$ cat src/rtl/modexp_arbiter_if.sv
// Bundle of requester, engine and status signals between the modexp arbiter
// and the two requesters plus the shared exponentiation engine.
interface modexp_arbiter_if;
    logic        req0;
    logic        req1;
    logic [3:0]  base0;
    logic [3:0]  base1;
    logic [31:0] exp0;
    logic [31:0] exp1;
    logic [31:0] mod0;
    logic [31:0] mod1;

    logic        eng_start;
    logic [3:0]  eng_base;
    logic [31:0] eng_exp;
    logic [31:0] eng_mod;
    logic        eng_done;
    logic [3:0]  eng_result;

    logic [1:0]  gnt;
    logic        done0;
    logic        done1;
    logic [3:0]  res0;
    logic [3:0]  res1;
    logic        err;
    logic        busy;

    // master: requesters and engine side; slave: the arbiter
    modport master (
        output req0, req1, base0, base1, exp0, exp1, mod0, mod1,
        output eng_done, eng_result,
        input  eng_start, eng_base, eng_exp, eng_mod,
        input  gnt, done0, done1, res0, res1, err, busy
    );

    modport slave (
        input  req0, req1, base0, base1, exp0, exp1, mod0, mod1,
        input  eng_done, eng_result,
        output eng_start, eng_base, eng_exp, eng_mod,
        output gnt, done0, done1, res0, res1, err, busy
    );
endinterface

$ cat src/rtl/modexp_arbiter.sv
// Round-robin arbiter sharing one modexp engine between two requesters,
// with zero-modulus bypass and a WAIT-state timeout.
//
// state   | meaning
// S_IDLE  | no job; pick a winner when any request is high
// S_START | eng_start pulse out, timeout counter cleared
// S_WAIT  | waiting for eng_done or timeout
// S_RESP  | done/res/err presented to the granted requester for one cycle
module modexp_arbiter #(
    parameter int unsigned TIMEOUT_CYC = 1024
) (
    input  logic            clk,
    input  logic            rst,
    modexp_arbiter_if.slave bus
);

    localparam int unsigned CNT_W = (TIMEOUT_CYC > 1) ? $clog2(TIMEOUT_CYC) : 1;
    localparam logic [CNT_W-1:0] CNT_LAST = CNT_W'(TIMEOUT_CYC - 1);

    typedef enum logic [1:0] {
        S_IDLE,
        S_START,
        S_WAIT,
        S_RESP
    } state_t;

    state_t           state_q, state_d;
    logic [1:0]       gnt_q, gnt_d;
    logic             start_q, start_d;
    logic [3:0]       base_q, base_d;
    logic [31:0]      exp_q, exp_d;
    logic [31:0]      mod_q, mod_d;
    logic [1:0]       done_q, done_d;
    logic [3:0]       res0_q, res0_d;
    logic [3:0]       res1_q, res1_d;
    logic             err_q, err_d;
    logic             busy_q, busy_d;
    logic [CNT_W-1:0] cnt_q, cnt_d;
    logic             last_q, last_d;

    logic             win;
    logic [31:0]      win_mod;

    always_comb begin
        state_d = state_q;
        gnt_d   = gnt_q;
        start_d = 1'b0;
        base_d  = base_q;
        exp_d   = exp_q;
        mod_d   = mod_q;
        done_d  = 2'b00;
        res0_d  = res0_q;
        res1_d  = res1_q;
        err_d   = 1'b0;
        cnt_d   = cnt_q;
        last_d  = last_q;

        // on a tie the requester not served last wins
        win     = (bus.req0 && bus.req1) ? ~last_q : bus.req1;
        win_mod = win ? bus.mod1 : bus.mod0;

        case (state_q)
            S_IDLE: begin
                if (bus.req0 || bus.req1) begin
                    gnt_d  = win ? 2'b10 : 2'b01;
                    base_d = win ? bus.base1 : bus.base0;
                    exp_d  = win ? bus.exp1 : bus.exp0;
                    mod_d  = win_mod;
                    if (win_mod == 32'd0) begin
                        // engine bypass: answer immediately with an error
                        state_d = S_RESP;
                        done_d  = gnt_d;
                        err_d   = 1'b1;
                        if (win) begin
                            res1_d = 4'd0;
                        end else begin
                            res0_d = 4'd0;
                        end
                    end else begin
                        state_d = S_START;
                        start_d = 1'b1;
                    end
                end
            end

            S_START: begin
                state_d = S_WAIT;
                cnt_d   = '0;
            end

            S_WAIT: begin
                if (bus.eng_done) begin
                    // a completion on the timeout cycle still counts as success
                    state_d = S_RESP;
                    done_d  = gnt_q;
                    if (gnt_q[1]) begin
                        res1_d = bus.eng_result;
                    end else begin
                        res0_d = bus.eng_result;
                    end
                end else if (cnt_q == CNT_LAST) begin
                    state_d = S_RESP;
                    done_d  = gnt_q;
                    err_d   = 1'b1;
                    if (gnt_q[1]) begin
                        res1_d = 4'd0;
                    end else begin
                        res0_d = 4'd0;
                    end
                end else begin
                    cnt_d = cnt_q + 1'b1;
                end
            end

            S_RESP: begin
                state_d = S_IDLE;
                gnt_d   = 2'b00;
                last_d  = gnt_q[1];
            end

            default: begin
                state_d = S_IDLE;
                gnt_d   = 2'b00;
            end
        endcase

        busy_d = (state_d != S_IDLE);
    end

    always_ff @(posedge clk) begin
        if (rst) begin
            state_q <= S_IDLE;
            gnt_q   <= 2'b00;
            start_q <= 1'b0;
            base_q  <= 4'd0;
            exp_q   <= 32'd0;
            mod_q   <= 32'd0;
            done_q  <= 2'b00;
            res0_q  <= 4'd0;
            res1_q  <= 4'd0;
            err_q   <= 1'b0;
            busy_q  <= 1'b0;
            cnt_q   <= '0;
            last_q  <= 1'b1;
        end else begin
            state_q <= state_d;
            gnt_q   <= gnt_d;
            start_q <= start_d;
            base_q  <= base_d;
            exp_q   <= exp_d;
            mod_q   <= mod_d;
            done_q  <= done_d;
            res0_q  <= res0_d;
            res1_q  <= res1_d;
            err_q   <= err_d;
            busy_q  <= busy_d;
            cnt_q   <= cnt_d;
            last_q  <= last_d;
        end
    end

    assign bus.eng_start = start_q;
    assign bus.eng_base  = base_q;
    assign bus.eng_exp   = exp_q;
    assign bus.eng_mod   = mod_q;
    assign bus.gnt       = gnt_q;
    assign bus.done0     = done_q[0];
    assign bus.done1     = done_q[1];
    assign bus.res0      = res0_q;
    assign bus.res1      = res1_q;
    assign bus.err       = err_q;
    assign bus.busy      = busy_q;

endmodule

$ cat src/flat_wrapper.sv
// flat-port wrapper written by rule: the top's interface ports become plain ports
module modexp_arbiter_flat 
#(
    parameter int unsigned TIMEOUT_CYC = 1024
)
  (clk, rst, bus_req0, bus_req1, bus_base0, bus_base1, bus_exp0, bus_exp1, bus_mod0, bus_mod1, bus_eng_done, bus_eng_result, bus_eng_start, bus_eng_base, bus_eng_exp, bus_eng_mod, bus_gnt, bus_done0, bus_done1, bus_res0, bus_res1, bus_err, bus_busy);
  modexp_arbiter_if bus_i ();
  input  logic clk;
  input  logic rst;
  input wire logic [$bits(bus_i.req0)-1:0] bus_req0;
  input wire logic [$bits(bus_i.req1)-1:0] bus_req1;
  input wire logic [$bits(bus_i.base0)-1:0] bus_base0;
  input wire logic [$bits(bus_i.base1)-1:0] bus_base1;
  input wire logic [$bits(bus_i.exp0)-1:0] bus_exp0;
  input wire logic [$bits(bus_i.exp1)-1:0] bus_exp1;
  input wire logic [$bits(bus_i.mod0)-1:0] bus_mod0;
  input wire logic [$bits(bus_i.mod1)-1:0] bus_mod1;
  input wire logic [$bits(bus_i.eng_done)-1:0] bus_eng_done;
  input wire logic [$bits(bus_i.eng_result)-1:0] bus_eng_result;
  output wire logic [$bits(bus_i.eng_start)-1:0] bus_eng_start;
  output wire logic [$bits(bus_i.eng_base)-1:0] bus_eng_base;
  output wire logic [$bits(bus_i.eng_exp)-1:0] bus_eng_exp;
  output wire logic [$bits(bus_i.eng_mod)-1:0] bus_eng_mod;
  output wire logic [$bits(bus_i.gnt)-1:0] bus_gnt;
  output wire logic [$bits(bus_i.done0)-1:0] bus_done0;
  output wire logic [$bits(bus_i.done1)-1:0] bus_done1;
  output wire logic [$bits(bus_i.res0)-1:0] bus_res0;
  output wire logic [$bits(bus_i.res1)-1:0] bus_res1;
  output wire logic [$bits(bus_i.err)-1:0] bus_err;
  output wire logic [$bits(bus_i.busy)-1:0] bus_busy;
  assign bus_i.req0 = bus_req0;
  assign bus_i.req1 = bus_req1;
  assign bus_i.base0 = bus_base0;
  assign bus_i.base1 = bus_base1;
  assign bus_i.exp0 = bus_exp0;
  assign bus_i.exp1 = bus_exp1;
  assign bus_i.mod0 = bus_mod0;
  assign bus_i.mod1 = bus_mod1;
  assign bus_i.eng_done = bus_eng_done;
  assign bus_i.eng_result = bus_eng_result;
  assign bus_eng_start = bus_i.eng_start;
  assign bus_eng_base = bus_i.eng_base;
  assign bus_eng_exp = bus_i.eng_exp;
  assign bus_eng_mod = bus_i.eng_mod;
  assign bus_gnt = bus_i.gnt;
  assign bus_done0 = bus_i.done0;
  assign bus_done1 = bus_i.done1;
  assign bus_res0 = bus_i.res0;
  assign bus_res1 = bus_i.res1;
  assign bus_err = bus_i.err;
  assign bus_busy = bus_i.busy;
  modexp_arbiter #(.TIMEOUT_CYC(TIMEOUT_CYC)) u_core (.clk(clk), .rst(rst), .bus(bus_i));
endmodule
$ cat config.mk
export PLATFORM = sky130hd
export DESIGN_NAME = modexp_arbiter_flat
export DESIGN_NICKNAME = d
export VERILOG_FILES = /design/src/rtl/modexp_arbiter_if.sv /design/src/rtl/modexp_arbiter.sv /design/src/flat_wrapper.sv
export SDC_FILE = /design/constraint.sdc
export NUM_CORES = 1
export LEC_CHECK = 0
export CORE_MARGIN = 2
export CORE_UTILIZATION = 30
export DETAILED_ROUTE_END_ITERATION = 10
export HOLD_SLACK_MARGIN = 0.05
export MAX_ROUTING_LAYER = met4
export SETUP_SLACK_MARGIN = 0.5
export SKIP_CTS_REPAIR_TIMING = 1
export SYNTH_ARGS = -nofsm -noshare
export SYNTH_HDL_FRONTEND = slang
export SYNTH_SLANG_ARGS = --single-unit
$ cat constraint.sdc
create_clock -name clk -period 2.41 [get_ports clk]
set_input_delay 0.241 -clock clk [delete_from_list [all_inputs] [get_ports clk]]
set_output_delay 0.241 -clock clk [all_outputs]
set_load 0.03 [all_outputs]
==> results of run 1 <==
[cell usage in the layout, fill, tap and decap left out, types with 2 or more instances in the layout]
cell / Yosys / routed
ha_1: 5 / 4
nand3_1: 10 / 10
nand2_1: 147 / 147
buf_4: 0 / 21
clkdlybuf4s50_1: 0 / 222
nand4_1: 6 / 6
inv_1: 4 / 4
nand2b_1: 13 / 12
clkbuf_1: 37 / 3
nor2_1: 86 / 86
nor4_1: 12 / 7
mux2i_1: 8 / 8
o21ai_0: 2 / 2
a21oi_1: 7 / 7
nand4b_1: 4 / 4
clkbuf_16: 0 / 9
and4_1: 2 / 2
a311oi_1: 68 / 68
dfxtp_1: 96 / 96
dlymetal6s2s_1: 0 / 4
xnor2_1: 6 / 6
nor3_1: 5 / 5
buf_12: 0 / 3
nor4_2: 0 / 3
clkinv_2: 0 / 2
a211oi_1: 6 / 6
nor2b_1: 3 / 2
nor4_4: 0 / 2
[power by group through the flow]
| stage | Combinational [µW] | Clock [µW] | Sequential (µW) |
|---|---|---|---|
| global placement | 3910 | 0 | 2360 |
| floorplan | 1420 | 0 | 3230 |
| CTS | 3950 | 1380 | 2350 |
| detailed placement | 3940 | 0 | 2370 |
| finish | 4060 | 1330 | 2350 |
| global route | 4390 | 1450 | 2410 |
[per-layer routing]
layer	global-route usage, %	share of wire (%)
met2	33.9	48
met1	26.1	44
met5	-	0
met4	7.30	2.1
met3	4.12	5.5
[final timing paths]
kind / startpoint / end / slack, ps / cells past startpoint
setup reg to reg: u_core.cnt_q[0]$_SDFFE_PP0P_ / u_core.cnt_q[5]$_SDFFE_PP0P_ / 570 / 6
setup / recovery: bus_mod1[7] / u_core.bus.res1[2]$_SDFFE_PP0P_ / 500 / 6
hold reg to reg: u_core.bus.res0[3]$_SDFFE_PP0P_ / u_core.bus.res0[3]$_SDFFE_PP0P_ / 490 / 2
hold / removal: bus_mod0[12] / u_core.bus.eng_mod[12]$_SDFFE_PP0P_ / 230 / 3
[metrics by stage]
stage          utilization (%)  cells
6_report                  50.9    968
2_1_floorplan                -    560
3_5_place_dp              48.0    948
3_3_place_gp              48.0    948
4_1_cts                   49.8    964
5_1_grt                   50.9    968
[flip-flops by register name, summed over array words and instances (netlist names)]
| name | count |
|---|---|
| u_core.bus.eng_exp | 32 |
| u_core.bus.eng_mod | 32 |
| u_core.cnt_q | 10 |
| u_core.bus.eng_base | 4 |
| u_core.bus.res0 | 4 |
| u_core.bus.res1 | 4 |
| u_core.bus.gnt | 2 |
| u_core.done_q | 2 |
| u_core.state_q | 2 |
| u_core.bus.busy | 1 |
| u_core.bus.eng_start | 1 |
| u_core.bus.err | 1 |
| u_core.last_q | 1 |
[worst register-to-register path: stages (launching register included)]
cell	delay (ps)
dfxtp_1	340
ha_1	240
and4_1	260
a31o_2	350
a211oi_1	320
xnor2_1	160
nor2_1	50
[layout make-up]
cell class | count | area share (%)
Clock inverter | 3 | 0.237
Multi-Input combinational cell | 415 | 33.1
Tap cell | 184 | 3.11
Sequential cell | 96 | 26.0
Clock buffer | 13 | 3.38
Inverter | 4 | 0.203
Timing Repair Buffer | 253 | 34.0
[logic make-up after synthesis]
group / count (synthesis)
buffers and inverters: 49
flip-flops: 96
adder cells (fa/ha/maj): 5
AO/OA/AOI/OAI: 102
multiplexers: 9
XOR/XNOR: 6
AND/OR/NAND/NOR: 293
==> key figures, run 1 <==
Synthesis
  • Post-synth top area cell: dfxtp_1
  • Synth Area in Compound Gates: 19.6%
  • Synth Warn #: 0
  • Cell count after synthesis: 560
  • XOR/XNOR Fraction of Synth Area: 1.18%
  • Post-synthesis instance area: 0.00445 mm²
  • Largest cells by area after synthesis: dfxtp_1 43%, a311oi_1 13%, nand2_1 12%
  • Sequential share of the synthesized area: 43.2%
  • Simple-Gate Fraction of Synth Area: 28.2%
  • Synthesized flop and latch total: 96
  • Syn_area_per_cell: 7.94 µm²
  • Synth cell count leaders: 147 x nand2_1, 96 x dfxtp_1, 86 x nor2_1
  • Net count after synthesis: 710
  • Most numerous cell in the Yosys netlist: nand2_1
  • Multiplexer area fraction after synthesis: 2.05%
  • Post-synth top area share: 43.2%
  • Post-Synth Adder-Cell Area: 1.41%
  • Async SR Flop Fraction: 0%
  • Top_reg_cell synth: dfxtp_1
  • Cell variety after synth: 45
  • Largest family of logic cells by synthesized area: simple AND/OR/NAND/NOR gates
  • Post-synth EDFFs: 0

CTS
  • Total CTS buffers: 9
  • Clk sinks: 96
  • Htree depth: 3
  • Clk slew on worst S/H paths: 60 ps
  • Clock Root Buffer: clkbuf_16
  • Largest buffer count on any clock path: 2
  • CTS tree: built
  • Worst-Skew Late Latency: 350 ps

Pwr
  • Sw Pwr: 3210 µW
  • LEAKAGE: 0.00278 µW
  • Seq pwr share: 30.3%
  • Worst vdd ir: 0.396 mV
  • Int Power: 4530 µW
  • Clock power share: 17.2%
  • Switching Fraction: 41.4%
  • Pwr Total: 7740 µW
  • Pwr dens: 1050 mW/mm²
  • Combinational share of power: 52.5%

Setup path
  • Critical Path RT: 2630 ps
  • Worst Setup End Kind: flip-flop
  • Critical path's top delay family: simple AND/OR/NAND/NOR gates
  • Worst setup SP type: input pin
  • Worst-path fanout max: 4
  • CP max stage delay: 450 ps
  • Worst EP arrival: 2120 ps
  • Worst path bufs/invs: 1
  • Slowest CP cell: nor4_1
  • Crit Path Class: in2reg
  • Crit-path cells: clkdlybuf4s50_1 > nor4_1 > nand3_1 > a2111oi_4 > a21oi_2 > mux2i_1

Global routing
  • Gr usage total: 20.9%
  • Vias in the first global route: 4816
  • Initial antenna violation count: 0
  • GRT overflow: 0
  • First-pass GRT wire length: 25700 µm
  • Largest net degree at the start of global routing: 43

Die
  • Die X: 126 µm
  • FP Rows: 44
  • IO Count: 228
  • Initial Util: 30.6%
  • Die ar.: 0.0158 mm²
  • Core area: 0.0145 mm²
  • Die height: 126 µm

STA
  • FMAX: 0.524 GHz
  • Worst-Margin Slew: 484 ps
  • Crit path time final: 1910 ps
  • Final Hold Viols: 0
  • Final hold slack: 225 ps
  • Setup Viol. Count Final: 0
  • Final setup TNS: 0 ps
  • Setup ws final: 503 ps
  • Final Max Tran Viols: 0
  • Worst rel slew slack: 67.7%
  • Clock Skew: 7.05 ps
  • Unrepaired setup endpoints after global routing: yes
  • Period utilization: 79.1%

Final layout
  • Layout Nets: 929
  • Area of the multi-input gates: 0.00245 mm²
  • Antenna diodes: 0
  • Fillers: 1432
  • Synth-to-layout area growth: 66.5%
  • FF/Latch Area: 0.00192 mm²
  • Share of layout cells above drive strength 1: 8.04%
  • Post-route cell area: 0.00740 mm²

Outcome
  • Status: completed

Route
  • DRT iter0 DRCs: 272
  • DRT Pass-1 Iters: 7
  • Final ANT Viol Nets: 0
  • Via count: 4912
  • Overall routed net length: 16300 µm
  • Drt drc: 0
  • DR vias/cell: 5.07
  • WL per Instance: 16.8 µm

Job
  • # Max-Cap Violations: 0

Placed design
  • Routability-driven placement congestion ratio: 0.870
  • IO Port Bufs: 227
  • Pre-CTS setup slack: 55.2 ps
  • Post-place instance area: 0.00698 mm²
  • Detailed placement HPWL: 12400 µm

Hold path
  • Worst min path class: in2reg
No activity file was read; power rests on OpenSTA's default activity.
==> inputs of run 2 (changes only) <==
- clock period: 2.41 -> 1.78 ns (I/O delays scaled with it)
==> key figures, run 2 (synthesis gave the netlist of run 1 again) <==
CTS
  • Worst-Skew Late Latency: 350 ps (about the same)
  • Clk sinks: 96 (unchanged)
  • Clock Root Buffer: clkbuf_16 (unchanged)
  • Total CTS buffers: 9 (unchanged)
  • Largest buffer count on any clock path: 2 (unchanged)
  • Htree depth: 3 (unchanged)
  • Clk slew on worst S/H paths: 60 ps (about the same)
  • CTS tree: built (unchanged)

Global routing
  • Initial antenna violation count: 3 (was 0)
  • First-pass GRT wire length: 26500 µm (was 25700 µm)
  • GRT overflow: 0 (unchanged)
  • Largest net degree at the start of global routing: 36 (was 43)
  • Vias in the first global route: 5015 (was 4816)
  • Gr usage total: 21.3% (was 20.9%)

Job
  • # Max-Cap Violations: 0 (unchanged)

Hold path
  • Hold_sp: bus_mod0[30] (was bus_mod0[12])
  • Worst min path class: in2reg (unchanged)

Setup path
  • Crit-path cells: inv_4 > ha_4 > nor2b_4 > buf_12 > buf_12 > buf_12 > clkbuf_16 > buf_8 > a311oi_2 (was clkdlybuf4s50_1 > nor4_1 > nand3_1 > a2111oi_4 > a21oi_2 > mux2i_1)
  • Most used cell, CP: buf_12
  • Worst Setup End Kind: flip-flop (unchanged)
  • Slowest CP cell: dfxtp_4 (was nor4_1)
  • RR Startpoint: u_core.state_q[1]$_SDFF_PP0_ (was u_core.cnt_q[0]$_SDFFE_PP0P_)
  • Worst-path fanout max: 8 (was 4)
  • Worst setup SP type: flip-flop (was input pin)
  • Setup crit start: u_core.state_q[1]$_SDFF_PP0_ (was bus_mod1[7])
  • Worst EP arrival: 2010 ps (was 2120 ps)
  • Critical Path RT: 2030 ps (was 2630 ps)
  • Crit Path Class: reg2reg (was in2reg)
  • CP max stage delay: 400 ps (was 450 ps)

Route
  • Via count: 5563 (was 4912)
  • DRT met1 WL: 8710 µm (was 7210 µm)
  • Overall routed net length: 20500 µm (was 16300 µm)
  • Met3 wire len: 1160 µm (was 891 µm)
  • DRT iter0 DRCs: 259 (was 272)
  • Final ANT Viol Nets: 0 (unchanged)
  • Drt drc: 0 (unchanged)
  • Top Metal Used: met4 (unchanged)
  • WL per Instance: 19.4 µm (was 16.8 µm)
  • Met2 routed WL: 10200 µm (was 7850 µm)
  • DRT Pass-1 Iters: 5 (was 7)
  • DR vias/cell: 5.26 (was 5.07)

Pwr
  • Pwr Total: 14700 µW (was 7740 µW)
  • Worst vdd ir: 0.844 mV (was 0.396 mV)
  • Pwr dens: 1530 mW/mm² (was 1050 mW/mm²)
  • LEAKAGE: 0.00502 µW (was 0.00278 µW)

STA
  • Setup ws final: 19.1 ps (was 503 ps)
  • FMAX: 0.568 GHz
  • Worst rel slew slack: 55.5% (was 67.7%)
  • Unrepaired setup endpoints after global routing: yes (unchanged)
  • Final Hold Viols: 0 (unchanged)
  • Clock Skew: 4.87 ps (was 7.05 ps)
  • Period utilization: 98.9%
  • Final Max Tran Viols: 0 (unchanged)
  • Crit path time final: 1760 ps
  • Worst-Margin Slew: 667 ps (was 484 ps)
  • Setup Viol. Count Final: 0 (unchanged)

Die
  • Die ar.: 0.0158 mm² (unchanged)
  • IO Count: 228 (unchanged)
  • FP Rows: 44 (unchanged)
  • Initial Util: 30.6% (unchanged)
  • Die height: 126 µm (unchanged)
  • Die X: 126 µm (unchanged)
  • Core area: 0.0145 mm² (unchanged)

Placed design
  • Detailed placement HPWL: 12900 µm (was 12400 µm)
  • Pre-CTS setup slack: -636 ps (was 55.2 ps)
  • IO Port Bufs: 227 (unchanged)
  • Routability-driven placement congestion ratio: 0.908 (was 0.870)

Final layout
  • Share of layout cells above drive strength 1: 31.0% (was 8.04%)
  • Synth-to-layout area growth: 116% (was 66.5%)
  • Most frequent cells in the layout: 146 x nand2_1, 113 x clkdlybuf4s50_1, 112 x dlymetal6s2s_1 (was 222 x clkdlybuf4s50_1, 147 x nand2_1, 96 x dfxtp_1)
  • Layout Nets: 1016 (was 929)
  • Most common cell after layout, fill and taps aside: nand2_1 (was clkdlybuf4s50_1)
  • Fillers: 1153 (was 1432)

Outcome
  • Status: completed (unchanged)
[run 2: area by class of cell]
class	count	area, µm²	area share (%)
multi-input combinational	417	3190	33.2
antenna	3	7.51	0.0780
clock buffer	11	243	2.52
sequential	96	1940	20.2
tap	184	230	2.39
inverter	4	20.0	0.208
clock inverter	4	45.0	0.468
timing repair buffer	338	3940	40.9
[run 2: power by group]
part	internal [µW]	leakage (µW)	switching (µW)
clock network	1110	0.000145	831
registers	2820	0.000797	438
logic	4880	0.00408	4630
[run 2: per-stage QoR]
stage               hold slack, ps  utilization, %  setup TNS (ps)  instances  area, µm²
floorplan                      315               -               0        560       4700
global placement               474            50.7           -9140        978       7380
detailed placement             483            50.7          -11020        978       7380
CTS                            327            52.7           -1170        993       7660
global route                   170            66.2            -168       1057       9630
finish                         150            66.2               0       1057       9630
[run 2: worst paths after layout]
| check | endpoint | slack (ps) | cells past startpoint |
|---|---|---|---|
| setup reg to reg | u_core.bus.eng_exp[5]$_SDFFE_PP0P_ | 20 | 9 |
| hold reg to reg | u_core.bus.res0[1]$_SDFFE_PP0P_ | 490 | 2 |
| hold / removal | u_core.bus.eng_mod[30]$_SDFFE_PP0P_ | 150 | 3 |
| setup / recovery | u_core.bus.eng_exp[5]$_SDFFE_PP0P_ | 20 | 9 |
[run 2: critical path, delay by kind of cell (launching register included)]
kind                       cells  cell delay [ps]
adders and majority gates      1              170
and+or+nand+nor                1              130
DFF                            1              400
buffers and inverters          6              740
AOI/OAI and AO/OA              1              210
[run 2: routing by layer]
| layer | global-route usage, % | vias to the layer above |
|---|---|---|
| li1 | - | 2622 |
| met1 | 26.2 | 2675 |
| met2 | 34.7 | 230 |
| met3 | 4.08 | 36 |
| met4 | 8.66 | 0 |
| met5 | - | - |
==> inputs of run 3 (changes only) <==
- CORE_UTILIZATION: 30 -> 40
- PLACE_DENSITY: unset -> 0.81
==> key figures, run 3 (synthesis gave the netlist of run 1 again) <==
STA
  • Final setup TNS: -69.8 ps (was 0 ps)
  • Crit path time final: 1800 ps (was 1760 ps)
  • Period utilization: 101% (was 98.9%)
  • Setup ws final: -19.1 ps (was 19.1 ps)
  • Unrepaired setup endpoints after global routing: yes (unchanged)
  • Worst rel slew slack: 52.8% (was 55.5%)
  • Final Hold Viols: 0 (unchanged)
  • Worst-Margin Slew: 708 ps (was 667 ps)
  • Setup Viol. Count Final: 9 (was 0)
  • Clock Skew: 8.10 ps (was 4.87 ps)
  • Final Max Tran Viols: 0 (unchanged)
  • FMAX: 0.556 GHz (was 0.568 GHz)

Global routing
  • GRT overflow: 0 (unchanged)
  • Vias in the first global route: 4994 (was 5015)
  • Largest net degree at the start of global routing: 57 (was 36)
  • First-pass GRT wire length: 24200 µm (was 26500 µm)
  • Initial antenna violation count: 0 (was 3)
  • Gr usage total: 26.6% (was 21.3%)

Die
  • Die height: 109 µm (was 126 µm)
  • Die ar.: 0.0120 mm² (was 0.0158 mm²)
  • FP Rows: 38 (was 44)
  • IO Count: 228 (unchanged)
  • Die X: 109 µm (was 126 µm)
  • Core area: 0.0108 mm² (was 0.0145 mm²)
  • Initial Util: 41.0% (was 30.6%)

Setup path
  • Crit Path Class: in2reg (was reg2reg)
  • R2R setup slack: -10 ps (was 20 ps)
  • Crit path to: u_core.bus.res0[3]$_SDFFE_PP0P_ (was u_core.bus.eng_exp[5]$_SDFFE_PP0P_)
  • RR Startpoint: u_core.last_q$_SDFFE_PP1P_ (was u_core.state_q[1]$_SDFF_PP0_)
  • Critical Path Stages: 8 (was 9)
  • Critical path's top delay family: buffers and inverters (unchanged)
  • Worst reg2reg endpoint: u_core.bus.res1[0]$_SDFFE_PP0P_ (was u_core.bus.eng_exp[5]$_SDFFE_PP0P_)
  • Worst r2r path cells: 5 (was 9)
  • Worst EP arrival: 2070 ps (was 2010 ps)
  • Setup crit start: bus_mod0[15] (was u_core.state_q[1]$_SDFF_PP0_)
  • Worst path bufs/invs: 3 (was 6)
  • Most used cell, CP: nand4_1 (was buf_12)
  • Worst setup SP type: input pin (was flip-flop)
  • Slowest CP cell: clkdlybuf4s50_1 (was dfxtp_4)
  • Worst-path fanout max: 4 (was 8)
  • CP max stage delay: 470 ps (was 400 ps)
  • Crit-path cells: clkdlybuf4s50_1 > nor4_4 > buf_4 > nand4_1 > o41ai_2 > nand4_1 > buf_6 > mux2i_1 (was inv_4 > ha_4 > nor2b_4 > buf_12 > buf_12 > buf_12 > clkbuf_16 > buf_8 > a311oi_2)
  • Critical Path RT: 2050 ps (was 2030 ps)
  • Worst Setup End Kind: flip-flop (unchanged)

Hold path
  • Worst min path class: in2reg (unchanged)

Outcome
  • Failing checks: setup timing
  • Status: finished, violations left (was completed)

Final layout
  • Synth-to-layout area growth: 110% (was 116%)
  • Antenna diodes: 0 (was 3)
  • Share of layout cells above drive strength 1: 36.6% (was 31.0%)
  • Most common cell after layout, fill and taps aside: nand2_1 (unchanged)
  • Most frequent cells in the layout: 147 x nand2_1, 130 x clkdlybuf4s50_1, 87 x dfxtp_1 (was 146 x nand2_1, 113 x clkdlybuf4s50_1, 112 x dlymetal6s2s_1)
  • Layout Nets: 1013 (was 1016)

CTS
  • Total CTS buffers: 9 (unchanged)
  • Largest buffer count on any clock path: 2 (unchanged)
  • Clock Root Buffer: clkbuf_8 (was clkbuf_16)
  • CTS tree: built (unchanged)
  • Worst-Skew Late Latency: 380 ps (was 350 ps)
  • Clk slew on worst S/H paths: 110 ps (was 60 ps)
  • Htree depth: 3 (unchanged)
  • Clk sinks: 96 (unchanged)

Pwr
  • Clock power share: 10.7% (was 13.2%)
  • Sw Pwr: 6460 µW (was 5900 µW)
  • Switching Fraction: 44.2% (was 40.1%)
  • Combinational share of power: 65.8% (was 64.6%)
  • LEAKAGE: 0.00446 µW (was 0.00502 µW)
  • Int Power: 8140 µW (was 8820 µW)
  • Seq pwr share: 23.6% (was 22.2%)
  • Pwr dens: 1560 mW/mm² (was 1530 mW/mm²)
  • Worst vdd ir: 1.04 mV (was 0.844 mV)

Route
  • DRT iter0 DRCs: 488 (was 259)
  • Overall routed net length: 22900 µm (was 20500 µm)
  • Drt drc: 0 (unchanged)
  • Via count: 5939 (was 5563)
  • WL per Instance: 22.7 µm (was 19.4 µm)
  • DRT Pass-1 Iters: 5 (unchanged)
  • DR vias/cell: 5.89 (was 5.26)
  • Final ANT Viol Nets: 0 (unchanged)

Placed design
  • Routability-driven placement congestion ratio: 0.897 (was 0.908)
  • IO Port Bufs: 227 (unchanged)
  • Pre-CTS setup slack: -620 ps (was -636 ps)
  • Detailed placement HPWL: 12300 µm (was 12900 µm)

Job
  • # Max-Cap Violations: 0 (unchanged)
==> run 3: changes by cell type in the layout (fill, tap and decap cells not counted), moves of 12 or more <==
| cell | change |
|---|---|
| dlymetal6s2s_1 | -40 |
| nor2_4 | +31 |
| nor2_1 | -26 |
| clkbuf_2 | +23 |
| clkdlybuf4s50_1 | +17 |
| clkbuf_16 | -12 |
==> run 3: worst min-delay path by stage <==
stage / startpoint / endpoint / slack, ps / depth (start not counted)
finish: bus_mod0[2] / u_core.bus.eng_mod[2]$_SDFFE_PP0P_ / 150 / 3
detailed placement: u_core.bus.res0[0]$_SDFFE_PP0P_ / u_core.bus.res0[0]$_SDFFE_PP0P_ / 480 / 2
global placement: u_core.bus.res1[1]$_SDFFE_PP0P_ / u_core.bus.res1[1]$_SDFFE_PP0P_ / 470 / 2
global route: bus_mod0[12] / u_core.bus.eng_mod[12]$_SDFFE_PP0P_ / 160 / 3
CTS: rst / u_core.cnt_q[1]$_SDFFE_PP0P_ / 290 / 2
floorplan: bus_eng_done / u_core.done_q[0]$_SDFF_PP0_ / 320 / 2
==> run 3: cell type report <==
cell class / count / area (µm²)
inverter: 4 / 20.0
clock buffer: 10 / 138
fill: 520 / 1490
sequential: 96 / 1940
tap: 140 / 175
timing repair buffer: 336 / 3620
clock inverter: 6 / 68.8
multi-input combinational: 416 / 3380
==> run 3: worst reg2reg max path, cell delays in order (launching register included) <==
cell	delay [ps]
dfxtp_2	360
a21bo_4	240
or4_4	460
a2111oi_4	340
a21oi_4	140
mux2i_1	150
==> run 3: layer usage <==
| layer | GRT usage (%) | routed length (µm) | vias to the layer above |
|---|---|---|---|
| met5 | - | 0 | - |
| met4 | 10.5 | 1160 | 0 |
| met3 | 7.17 | 1800 | 88 |
| met2 | 45.3 | 11700 | 314 |
| met1 | 29.7 | 8240 | 2931 |
| li1 | - | - | 2606 |
==> run 3: per-stage QoR <==
| stage | area, µm² | power (µW) | utilization, % | std cells | hold WS, ps |
|---|---|---|---|---|---|
| 2_1_floorplan | 4700 | 6650 | - | 560 | 315 |
| 3_3_place_gp | 7340 | 8770 | 67.7 | 937 | 465 |
| 3_5_place_dp | 7340 | 8930 | 67.7 | 937 | 482 |
| 4_1_cts | 7550 | 10400 | 69.6 | 953 | 294 |
| 5_1_grt | 9350 | 15100 | 86.2 | 1008 | 160 |
| 6_report | 9350 | 14600 | 86.2 | 1008 | 146 |
==> run 3: power groups by stage <==
stage                     Sequential (µW)  Combinational, µW  Clock, µW
final                                3440               9600       1560
after global routing                 3480               9980       1660
after CTS                            3180               5730       1530
after detailed placement             3220               5700          0
after global placement               3190               5590          0
after floorplan                      4380               2270          0
==> patch: new RTL, config.mk and constraints of run 3 <==
Re-encode `state_t` (4 states) as one-hot, 4 bits wide.
--- a/src/rtl/modexp_arbiter.sv
+++ b/src/rtl/modexp_arbiter.sv
@@ -17,11 +17,11 @@
     localparam int unsigned CNT_W = (TIMEOUT_CYC > 1) ? $clog2(TIMEOUT_CYC) : 1;
     localparam logic [CNT_W-1:0] CNT_LAST = CNT_W'(TIMEOUT_CYC - 1);
 
-    typedef enum logic [1:0] {
-        S_IDLE,
-        S_START,
-        S_WAIT,
-        S_RESP
+    typedef enum logic [3:0] {
+        S_IDLE  = 4'b0001,
+        S_START = 4'b0010,
+        S_WAIT  = 4'b0100,
+        S_RESP  = 4'b1000
     } state_t;
 
     state_t           state_q, state_d;
Behaviour: no difference found for any inputs over 10 cycles, from zero or initial values and one cycle with rst high; not proved beyond that.
==> patch against run 3 <==
  * The flow still finishes with violations (negative setup slack)
  * Non-clock buffer count shrank 38
  * Critical path type is now reg -> reg
  * Worst setup slack lost 0.033 ns
  * Sequential cell count grew 2
  * Final area shrank 11%
  * Wire length shrank 23%
  * Area after synthesis grew 0.82%
  * Register-to-register slack lost 0.04 ns
Power is not compared: it rests on default switching activity, and its combinational part moved more than twofold at a synthesized area within 25%.
==> patch: results (changes against run 3) <==
global_route:
  grtUsageTotal: 0.240  # -0.0260
  grt_max_degree: 77  # +35%
logic_synthesis:
  syn_nets: 622  # -12%
  synth.distinct_cells: 43  # -4.4%
  synth-seq-area-share: 0.438  # +0.00543
  synth_common_cells: "dfxtp_1, nor2_1, mux2i_1, a211oi_1, buf_2"
  syn_inst: 476  # -15%
worst_setup_path:
  r2r_cells: 7  # +2
  critPathTopFamily: "simple AND/OR/NAND/NOR gates"
  startpoint_type: "flop"
  slowest_stage: "or3_4"
  cp_max_fo: 10  # +6
status:
  outcome: "finished, violations left"
  violations: "negative setup slack"
timing:
  clock_skew_ns: 0.00955  # +0.00145 ns
  finalSetupViolations: 20  # +11
  worst-slew-pin-transition_ns: 0.646  # -0.0617 ns
  tns_ns: -0.338  # -0.268 ns
  layout_setup_ws_ns: -0.0520  # -0.0329 ns
placed_design:
  place_hpwl_mm: 11.3  # -7.8%
  dpl_cell_area_sq_mm: 0.00715  # -2.6%
route:
  drt_iter0_drc: 214  # -56%
  route.vias.total: 4872  # -18%
  wl_mm: 17.7  # -23%
final_layout:
  nNetsFinal: 893  # -12%
  fill_cells: 725  # +39%
## patch: cell types whose count changed after synthesis, moves of 4 or more
| cell | delta |
|---|---|
| xnor2_1 | -6 |
| clkbuf_1 | -26 |
| a311oi_1 | -68 |
| mux2i_1 | +69 |
| xor2_1 | +8 |
| or3_1 | +4 |
| buf_2 | +19 |
| ha_1 | -4 |
| nand3_1 | -5 |
| a211oi_1 | +62 |
| nand2_1 | -137 |
## patch: power by group through the flow
stage,registers [mW],clock network [mW],logic [mW]
after global routing,2.66,1.90,3.15
after CTS,2.63,1.82,2.40
final,2.63,1.79,3.02
after global placement,2.66,0,2.35
after detailed placement,2.67,0,2.39
after floorplan,3.17,0,0.832
## patch: worst min-delay path by stage
stage,to,slack [ns]
floorplan,u_core.done_q[0]$_SDFF_PP0_,0.33
CTS,u_core.bus.gnt[1]$_SDFFE_PP0P_,0.27
global route,u_core.bus.eng_mod[20]$_SDFFE_PP0P_,0.23
detailed placement,u_core.cnt_q[1]$_SDFFE_PP0P_,0.47
global placement,u_core.bus.res1[1]$_SDFFE_PP0P_,0.46
finish,u_core.bus.eng_mod[26]$_SDFFE_PP0P_,0.21
## patch: per-layer routing
layer	global-route usage	part of all wire	vias to the layer above	wire (microns)
met5	-	0	-	0
met4	0.103	0.032	0	573
met2	0.408	0.51	189	8970
li1	-	-	2287	-
met1	0.264	0.39	2350	6940
met3	0.0646	0.068	46	1200
## patch: stage by stage
stage | setup slack, ns | utilization
6_report | -0.0520 | 0.767
5_1_grt | -0.0924 | 0.767
4_1_cts | -0.347 | 0.680
3_5_place_dp | -0.747 | 0.657
3_3_place_gp | -0.715 | 0.657
2_1_floorplan | 0.0564 | -
## patch: kinds of logic after synthesis
family          count (synthesis)  synth area share
compound gates                 92             0.154
mux                            77             0.172
simple gates                  161             0.176
buf+inv                        39            0.0424
xor+xnor                        8            0.0156
fa+ha+maj                       1           0.00279
flops                          98             0.438
## patch: worst register-to-register path, cell delays in order (launching register included)
cell and delay [ns]:
dfxtp_4 0.37, nand2b_4 0.14, or3_4 0.41, nor2_4 0.14, buf_12 0.18, clkbuf_16 0.19, nor2_1 0.06, a211oi_1 0.26
## patch: layout make-up
type | instances | area [sq um] | area share
clock buffer | 11 | 151 | 0.0181
clock inverter | 5 | 100 | 0.0120
inverter | 1 | 3.75 | 0.000449
multi-input combinational | 339 | 2660 | 0.318
sequential | 98 | 1980 | 0.236
tap | 140 | 175 | 0.0210
timing repair buffer | 298 | 3290 | 0.394
